### src/rtl/ibex_pkg.sv
// Shared types for the instruction-fetch buffer: FSM states and the buffered entry layout.
package ibex_pkg;

  typedef enum logic {
    FETCH_IDLE,
    FETCH_WAIT_GNT
  } fetch_state_e;

  typedef struct packed {
    logic [31:0] rdata;
    logic [31:0] addr;
    logic        err;
  } fetch_entry_t;

endpackage

### src/rtl/ibex_fetch_fifo.sv
// In-order FIFO of fetched words with a fall-through head and a synchronous clear.
module ibex_fetch_fifo
  import ibex_pkg::*;
#(
  parameter int unsigned DEPTH = 3
) (
  input  logic                       clk_i,
  input  logic                       rst_ni,
  input  logic                       clear_i,
  input  logic                       push_i,
  input  fetch_entry_t               data_i,
  input  logic                       pop_i,
  output fetch_entry_t               data_o,
  output logic [$clog2(DEPTH+1)-1:0] count_o,
  output logic                       full_o,
  output logic                       empty_o
);

  localparam int unsigned CW = $clog2(DEPTH + 1);
  localparam int unsigned PW = (DEPTH > 1) ? $clog2(DEPTH) : 1;

  fetch_entry_t mem [DEPTH];
  logic [PW-1:0] rd_ptr_q, wr_ptr_q;
  logic [CW-1:0] count_q;
  logic          push_ok, pop_ok;

  function automatic logic [PW-1:0] ptr_inc(input logic [PW-1:0] p);
    return (p == PW'(DEPTH - 1)) ? '0 : p + PW'(1);
  endfunction

  assign empty_o = (count_q == '0);
  assign full_o  = (count_q == CW'(DEPTH));
  assign count_o = count_q;
  assign data_o  = mem[rd_ptr_q];
  assign pop_ok  = pop_i && !empty_o;
  assign push_ok = push_i && (!full_o || pop_ok);

  always_ff @(posedge clk_i) begin
    if (push_ok && !clear_i) mem[wr_ptr_q] <= data_i;
  end

  always_ff @(posedge clk_i or negedge rst_ni) begin
    if (!rst_ni) begin
      rd_ptr_q <= '0;
      wr_ptr_q <= '0;
      count_q  <= '0;
    end else if (clear_i) begin
      rd_ptr_q <= '0;
      wr_ptr_q <= '0;
      count_q  <= '0;
    end else begin
      if (pop_ok)  rd_ptr_q <= ptr_inc(rd_ptr_q);
      if (push_ok) wr_ptr_q <= ptr_inc(wr_ptr_q);
      count_q <= count_q + CW'(push_ok) - CW'(pop_ok);
    end
  end

endmodule

### src/rtl/ibex_fetch_buffer.sv
// Instruction-fetch front end: issues word requests, tracks outstanding/discarded responses, buffers in order.
// Optional same-cycle response bypass when IBEX_FETCH_BUF_BYPASS_EN is defined.
module ibex_fetch_buffer
  import ibex_pkg::*;
#(
  parameter int unsigned DEPTH        = 3,
  parameter int unsigned MAX_OUTSTAND = 2
) (
  input  logic        clk_i,
  input  logic        rst_ni,
  input  logic        req_i,
  input  logic        branch_i,
  input  logic [31:0] branch_addr_i,
  input  logic        ready_i,
  output logic        valid_o,
  output logic [31:0] rdata_o,
  output logic [31:0] addr_o,
  output logic        err_o,
  output logic        busy_o,
  output logic        instr_req_o,
  output logic [31:0] instr_addr_o,
  input  logic        instr_gnt_i,
  input  logic        instr_rvalid_i,
  input  logic [31:0] instr_rdata_i,
  input  logic        instr_err_i
);

  localparam int unsigned CW = $clog2(DEPTH + 1);
  localparam int unsigned AW = (MAX_OUTSTAND > 1) ? $clog2(MAX_OUTSTAND) : 1;

  fetch_state_e  state_q, state_d;
  logic [31:0]   fetch_addr_q, fetch_addr_d, pend_addr_q;
  logic [CW-1:0] outstanding_q, outstanding_d, discard_q, discard_d;
  logic          stale_q, stale_d;
  logic [31:0]   aq_mem [MAX_OUTSTAND];
  logic [AW-1:0] aq_rd_q, aq_wr_q;

  logic          space, gnt_acc, stale_gnt, resp_keep, bypass, push, pop;
  logic [CW-1:0] fifo_count;
  logic          fifo_full, fifo_empty;
  fetch_entry_t  resp_entry, head_entry, out_entry;
  logic          unused_baddr;

  assign unused_baddr = ^{branch_addr_i[1:0], fifo_full};

  function automatic logic [AW-1:0] aq_inc(input logic [AW-1:0] p);
    return (p == AW'(MAX_OUTSTAND - 1)) ? '0 : p + AW'(1);
  endfunction

  // Reserve a slot for every word that could still come back.
  assign space = (({1'b0, outstanding_q} + {1'b0, fifo_count}) < (CW+1)'(DEPTH)) &&
                 (outstanding_q < CW'(MAX_OUTSTAND));

  always_comb begin
    state_d      = state_q;
    instr_req_o  = 1'b0;
    instr_addr_o = fetch_addr_q;
    case (state_q)
      FETCH_IDLE: begin
        instr_req_o = req_i && space;
        if (instr_req_o && !instr_gnt_i) state_d = FETCH_WAIT_GNT;
      end
      FETCH_WAIT_GNT: begin
        instr_req_o  = 1'b1;
        instr_addr_o = pend_addr_q;
        if (instr_gnt_i) state_d = FETCH_IDLE;
      end
      default: state_d = FETCH_IDLE;
    endcase
  end

  assign gnt_acc   = instr_req_o && instr_gnt_i;
  assign stale_gnt = gnt_acc && (state_q == FETCH_WAIT_GNT) && stale_q;
  assign resp_keep = instr_rvalid_i && (discard_q == '0) && !branch_i;

  always_comb begin
    outstanding_d = outstanding_q + CW'(gnt_acc) - CW'(instr_rvalid_i);
    if (branch_i) begin
      discard_d    = outstanding_d;
      fetch_addr_d = {branch_addr_i[31:2], 2'b00};
      stale_d      = (state_d == FETCH_WAIT_GNT);
    end else begin
      discard_d    = discard_q - CW'(instr_rvalid_i && (discard_q != '0)) + CW'(stale_gnt);
      fetch_addr_d = (gnt_acc && !stale_gnt) ? fetch_addr_q + 32'd4 : fetch_addr_q;
      stale_d      = (state_d == FETCH_WAIT_GNT) && stale_q;
    end
  end

  always_ff @(posedge clk_i or negedge rst_ni) begin
    if (!rst_ni) begin
      state_q       <= FETCH_IDLE;
      fetch_addr_q  <= '0;
      pend_addr_q   <= '0;
      outstanding_q <= '0;
      discard_q     <= '0;
      stale_q       <= 1'b0;
      aq_rd_q       <= '0;
      aq_wr_q       <= '0;
    end else begin
      state_q       <= state_d;
      fetch_addr_q  <= fetch_addr_d;
      outstanding_q <= outstanding_d;
      discard_q     <= discard_d;
      stale_q       <= stale_d;
      if (state_q == FETCH_IDLE && state_d == FETCH_WAIT_GNT) pend_addr_q <= fetch_addr_q;
      if (gnt_acc)        aq_wr_q <= aq_inc(aq_wr_q);
      if (instr_rvalid_i) aq_rd_q <= aq_inc(aq_rd_q);
    end
  end

  // Address of each granted transaction, consumed in order by its response (dropped or not).
  always_ff @(posedge clk_i) begin
    if (gnt_acc) aq_mem[aq_wr_q] <= instr_addr_o;
  end

  assign resp_entry = '{rdata: instr_rdata_i, addr: aq_mem[aq_rd_q], err: instr_err_i};

`ifdef IBEX_FETCH_BUF_BYPASS_EN
  assign bypass = fifo_empty && resp_keep;
`else
  assign bypass = 1'b0;
`endif

  assign push = resp_keep && !(bypass && ready_i);
  assign pop  = !fifo_empty && ready_i && !branch_i;

  ibex_fetch_fifo #(.DEPTH(DEPTH)) u_fifo (
    .clk_i   (clk_i),
    .rst_ni  (rst_ni),
    .clear_i (branch_i),
    .push_i  (push),
    .data_i  (resp_entry),
    .pop_i   (pop),
    .data_o  (head_entry),
    .count_o (fifo_count),
    .full_o  (fifo_full),
    .empty_o (fifo_empty)
  );

  assign valid_o   = !branch_i && (!fifo_empty || bypass);
  assign out_entry = fifo_empty ? resp_entry : head_entry;
  assign rdata_o   = valid_o ? out_entry.rdata : '0;
  assign addr_o    = valid_o ? out_entry.addr : '0;
  assign err_o     = valid_o && out_entry.err;
  assign busy_o    = (outstanding_q != '0) || (state_q == FETCH_WAIT_GNT);

endmodule

### config.mk
export PLATFORM = sky130hd
export DESIGN_NAME = ibex_fetch_buffer
export DESIGN_NICKNAME = d
export VERILOG_FILES = /design/src/rtl/ibex_pkg.sv /design/src/rtl/ibex_fetch_fifo.sv /design/src/rtl/ibex_fetch_buffer.sv
export SDC_FILE = /design/constraint.sdc
export NUM_CORES = 1
export LEC_CHECK = 0
export CORE_ASPECT_RATIO = 1.25
export CORE_MARGIN = 3
export CORE_UTILIZATION = 60
export DETAILED_ROUTE_END_ITERATION = 6
export PLACE_DENSITY = 0.86
export SLEW_MARGIN = 15
export SYNTH_ARGS = -nofsm -noshare
export SYNTH_HDL_FRONTEND = slang
export SYNTH_SLANG_ARGS = --single-unit
### constraint.sdc
create_clock -name clk_i -period 10.1 [get_ports clk_i]
set_input_delay 3.03 -clock clk_i [delete_from_list [all_inputs] [get_ports clk_i]]
set_output_delay 3.03 -clock clk_i [all_outputs]
set_load 0.1 [all_outputs]
# After elaboration in Yosys (flattened, before gate mapping)
# Memory sizes are Yosys's and may differ from the RTL's.
# Index checks and enable logic that the tools add are counted.
[totals]
mem_bits_rw = 259
regBits = 78
mem_count = 2
output_inout_bits = 100
inputBits = 72
elab_cells = 89
[mem_list]
columns = ["memory", "depth", "word_bits", "read_ports", "rd_ports_with_merged_regs", "write_ports", "line", "rtl"]
rows = [
  ["u_fifo.mem", 3, 65, 1, 0, 1, "ibex_fetch_fifo.sv:22", "fetch_entry_t mem [DEPTH];"],
  ["aq_mem", 2, 32, 1, 0, 1, "ibex_fetch_buffer.sv:35", "logic [31:0] aq_mem [MAX_OUTSTAND];"],
]
[op_classes]
eq_ne = 3
n_reduce_logical = 33
n_bitwise = 1
magnitude_cmp = 2
addsub = 12
mux = 25
[op_table]
columns = ["op", "count"]
rows = [
  ["$mux W32", 5],
  ["$mux W65", 1],
  ["$add A32 B3 Y32 const B", 1],
  ["$logic_and A1 B1 Y1", 19],
  ["$mux W2", 8],
  ["$reduce_bool A2 Y1", 5],
  ["$mux W1", 9],
  ["$add A2 B1 Y2", 3],
  ["$eq A2 B2 Y1 const B", 3],
  ["$sub A2 B1 Y2", 3],
  ["$logic_not A1 Y1", 5],
  ["$add A2 B1 Y2 const B", 2],
  ["$logic_not A2 Y1", 2],
  ["$pmux W1 S2", 2],
  ["$add A2 B2 Y3", 1],
  ["$lt A3 B2 Y1 const B", 1],
  ["$add A1 B1 Y1 const B", 2],
  ["$logic_or A1 B1 Y1", 2],
  ["$lt A2 B2 Y1 const B", 1],
  ["$not A1 Y1", 1],
]

# Longest topological paths before layout
[depth]
ltp_word = 12
depth_mapped = 13
depth_no_buf = 13

# By module
# From an unflattened synthesis, not the netlist that was laid out.
[unflattened]
hier_cells = 952
area_unflattened_um2 = 13859.5
[by_module_without_submodules]
columns = ["mod", "cells_per_inst", "seq_area_each_um2", "area_per_inst_um2", "n_inst"]
rows = [
  ["ibex_fetch_fifo", 447, 6005.8, 7542.2, 1],
  ["ibex_fetch_buffer", 505, 3503.4, 6317.3, 1],
]

# Least setup slack after synthesis
# No wires, ideal clock.
[synth_path]
path_type = "input port to flip-flop"
from = "input branch_i"
to = "memory u_fifo.mem[1][0] in the netlist's numbering (enable)"
slack_ns = 1.242
t_arrival_ns = 8.281
setup_ns = 0.577
stages = 4
t_required_ns = 9.523
path_buffers = 1
path_cell_list = "clkbuf_1 -> inv_1 -> o2111ai_1 -> nor3b_1"
[synth_via]
elab_chain_cells = 8
word_cells_on_any_way = 9
classes_between = "mux (2); reduce/logical (7)"
[synth_lines]
columns = ["element", "line", "rtl"]
rows = [
  ["start: declaration", "ibex_fetch_buffer.sv:12", "input logic branch_i,"],
  ["$logic_not A1 Y1 *", "ibex_fetch_fifo.sv:39, ibex_fetch_buffer.sv:74, ibex_fetch_buffer.sv:125", ""],
  ["$logic_and A1 B1 Y1", "ibex_fetch_buffer.sv:125", "assign pop = !fifo_empty && ready_i && !branch_i;"],
  ["$logic_and A1 B1 Y1", "ibex_fetch_fifo.sv:35", "assign pop_ok = pop_i && !empty_o;"],
  ["$logic_or A1 B1 Y1", "ibex_fetch_fifo.sv:36", "assign push_ok = push_i && (!full_o || pop_ok);"],
  ["$logic_and A1 B1 Y1", "ibex_fetch_fifo.sv:36", ""],
  ["$logic_and A1 B1 Y1 *", "ibex_fetch_fifo.sv:39", "if (push_ok && !clear_i) mem[wr_ptr_q] <= data_i;"],
  ["$mux W1 *", "ibex_fetch_fifo.sv:39", ""],
  ["$mux W1 (implied by the code) *", "ibex_fetch_fifo.sv:39", ""],
  ["end: declaration", "ibex_fetch_fifo.sv:22", ""],
]
# Every way passes the cells marked *; elsewhere a longest branch is shown, timed or not.

# Worst setup path in the final report
[layout_path]
from = "input branch_i"
to = "output addr_o[11]"
[layout_via]
elab_chain_cells = 3
[layout_lines]
columns = ["element", "line", "rtl"]
rows = [
  ["$logic_not A1 Y1", "ibex_fetch_buffer.sv:140", "assign valid_o = !branch_i && (!fifo_empty || bypass);"],
  ["$logic_and A1 B1 Y1", "ibex_fetch_buffer.sv:140", ""],
  ["$mux W32", "ibex_fetch_buffer.sv:143", "assign addr_o = valid_o ? out_entry.addr : '0;"],
  ["end: declaration", "ibex_fetch_buffer.sv:17", "output logic [31:0] addr_o,"],
]
# No other way between the ends.

==> metrics <==
Setup TNS 0 ns; Port Buffers 165; initial drt markers 408; # rows 60; Gate Count Post-Synth 942; CTS hold repair buffers 0; via count 7917; max-slew violations 0; Total GRT Usage 21.79%; Syn Area/Cell 14.27 sq um; Worst Path Required 7.07 ns; Yosys warnings 0; fraction of registers with async set/reset 22.91%; core footprint 0.02177 sq mm; Die Width 139.9 microns; post-CTS sizing 0; Reg clk slew, reported paths 0.06 ns; WP depth 6; H-tree lvl count 1; CTS tree done; number of global-route vias before repair 8058; CTS sink count 323; Hold WC Path Type flop to flop; f_max 118.9 MHz; worst slew pin tran 1.049 ns; sequential share of the synthesized area 69.40%; Post-CTS Setup Bufs 0; Initial Utilization 61.75%; reg2reg start u_fifo.count_o[0]; clock root cell clkbuf_16; Post-Route Skew 0.01171 ns; #FFs+latches synth 323; Routed Antenna Nets 0; mux share of post-synthesis cell area 12.39%; WL final 26930 microns; share of the synthesized area in compound gates (AO/OA/AOI/OAI) 4.151%; Netlist cell types 47; CTS Buf Count 29; crit path cell chain buf_2 > inv_1 > o21ai_4 > buf_4 > nor2_1 > clkdlybuf4s50_1; Mapped Area 0.01344 sq mm; crit-path max FO 63; CP max stage cell clkdlybuf4s50_1; most frequent cells in the layout edfxtp_1, clkdlybuf4s50_1, nor2_1; maximum root-to-sink buffer count 3; most common library cell in the layout ignoring fill and taps edfxtp_1; pwr/cell area 260.0 mW/mm^2; CP startpoint branch_i; Synth Area in XOR/XNOR 2.345%; RSZ-0062 raised after global routing false; CP peak stage delay 1.18 ns; total power 4.246 mW; endpoints failing setup 0; HPWL Detailed 16650 microns; Bufs and invs on worst path 4; die area 0.02425 sq mm; io pins 172; vias per cell 5.643; Reg2Reg Depth 13; Post-Synth Simple-Gate Area 8.684%; Setup crit start kind input pin; layout cells sized above 1 15.12%; Worst-Skew Late Latency 0.54 ns; pin count of the biggest net entering global routing 97; gpl congestion 0.8027; number of flops mapped to enable cells by yosys 249; global-route wire length before repair 42590 microns; cell family with most CP delay buffers and inverters; nets 1184; fin crit period 8.410 ns; count of final hold-check violations 0; GRT overflow 0; Post-Synth Adder-Cell Area 0.8935%; Syn-to-layout area delta 21.48%; leak pwr 5.729 nW; Final period util 83.27%; Filler cells 1346; routed len/inst 19.19 microns; HP Start aq_rd_q; crit path capture type output port; drt first pass iters 5; initial antenna violation count 0; status finished clean; Die H 173.4 microns; maxcap violations 0; main combinational cell family by area after synthesis multiplexers; Max VDD drop 0.1998 mV; worst setup path class input pin to output port; CP arrival 5.38 ns; Hold Path Stages 1; DR DRC count 0; relative slew slack 29.84%; ys flop type edfxtp_1; ANT cells 0
[Yosys cell counts, types with 3 or more instances]
library cell	count	area (sq um)
buf_2	7	35.03
inv_1	12	45.04
nor2b_1	4	25.02
o21ai_1	5	25.02
nor4_1	10	62.56
clkbuf_1	34	127.6
a21oi_1	66	330.3
nor2_1	138	518.0
ha_1	8	100.1
nand4_1	8	50.05
nor3_1	8	40.04
xnor2_1	29	254.0
nor4_4	3	63.81
mux2i_1	64	640.6
buf_1	5	18.77
xor2_1	7	61.31
mux2_2	91	1025
buf_4	4	30.03
and3_1	6	37.54
nand2b_1	3	18.77
edfxtp_1	249	7477
nand2_1	46	172.7
o21ai_0	27	135.1
dfrtp_1	74	1852
nand3_1	8	40.04
[worst reg2reg max path: stages, from the launching register on]
cell	delay, ns
dfrtp_1	0.43
ha_1	0.23
fa_1	0.46
nand2_1	0.16
nand3_1	0.13
nand2b_1	0.19
nand2_1	0.16
ha_1	0.33
inv_1	0.04
ha_1	0.18
xnor2_1	0.22
xnor2_1	0.22
nand2_1	0.09
o21ai_0	0.09
[metrics by stage]
| step | hold slack (ns) | instance area, sq um | worst slack, ns | cells | utilization, % |
|---|---|---|---|---|---|
| 2_1_floorplan | 0.4608 | 13450 | 1.242 | 945 | - |
| 3_3_place_gp | 0.4542 | 15360 | 1.642 | 1351 | 70.55 |
| 3_5_place_dp | 0.4796 | 15360 | 1.648 | 1351 | 70.55 |
| 4_1_cts | 0.4774 | 16330 | 1.650 | 1403 | 75.01 |
| 5_1_grt | 0.5036 | 16330 | 1.593 | 1403 | 75.01 |
| 6_report | 0.4800 | 16330 | 1.690 | 1403 | 75.01 |
[area by class of cell]
| cell class | instances | area [sq um] | area share (%) |
|---|---|---|---|
| repair buffers | 180 | 1754 | 10.74 |
| clock inverters | 10 | 123.9 | 0.7585 |
| flip-flops and latches | 323 | 9336 | 57.17 |
| well taps | 279 | 349.1 | 2.138 |
| inverters | 12 | 45.04 | 0.2758 |
| clock buffers | 42 | 847.1 | 5.187 |
| multi-input cells | 557 | 3875 | 23.73 |
[final timing paths]
path                                 endpoint  slack, ns
max                                addr_o[11]       1.69
max reg2reg                      discard_q[1]       7.09
min reg2reg                           aq_rd_q       0.48
max in group asynchronous  u_fifo.rd_ptr_q[0]       6.67
min in group asynchronous     fetch_addr_q[8]       2.71
min                                   aq_rd_q       0.48
[logic make-up after synthesis]
logic type      Yosys count
fa+ha+maj                 9
flops                   323
simple gates            248
xor+xnor                 36
mux                     155
buf+inv                  65
other cells               1
compound gates          105
[state kept, by name, indices dropped and copies added (netlist names)]
signal           flops
aq_wr_q              1
outstanding_q        2
pend_addr_q         30
u_fifo.wr_ptr_q      2
u_fifo.rd_ptr_q      2
u_fifo.mem         189
state_q              1
fetch_addr_q        30
stale_q              1
u_fifo.count_o       2
aq_mem              60
aq_rd_q              1
discard_q            2
[per-layer routing]
metal  wire, microns  vias to the layer above  global-route usage [%]
met5               0                        -                       0
met2           13710                      264                   37.24
met1           10920                     3830                   28.51
met3            1364                       68                   3.118
met4             926                        0                   8.279
li1                -                     3755                       -
[power breakdown]
part	total, mW	switching [mW]	internal (mW)
Combinational	1.37	0.949	0.416
Sequential	1.77	0.0993	1.67
Clock	1.11	0.452	0.657
(Power assumes the default switching activity.)
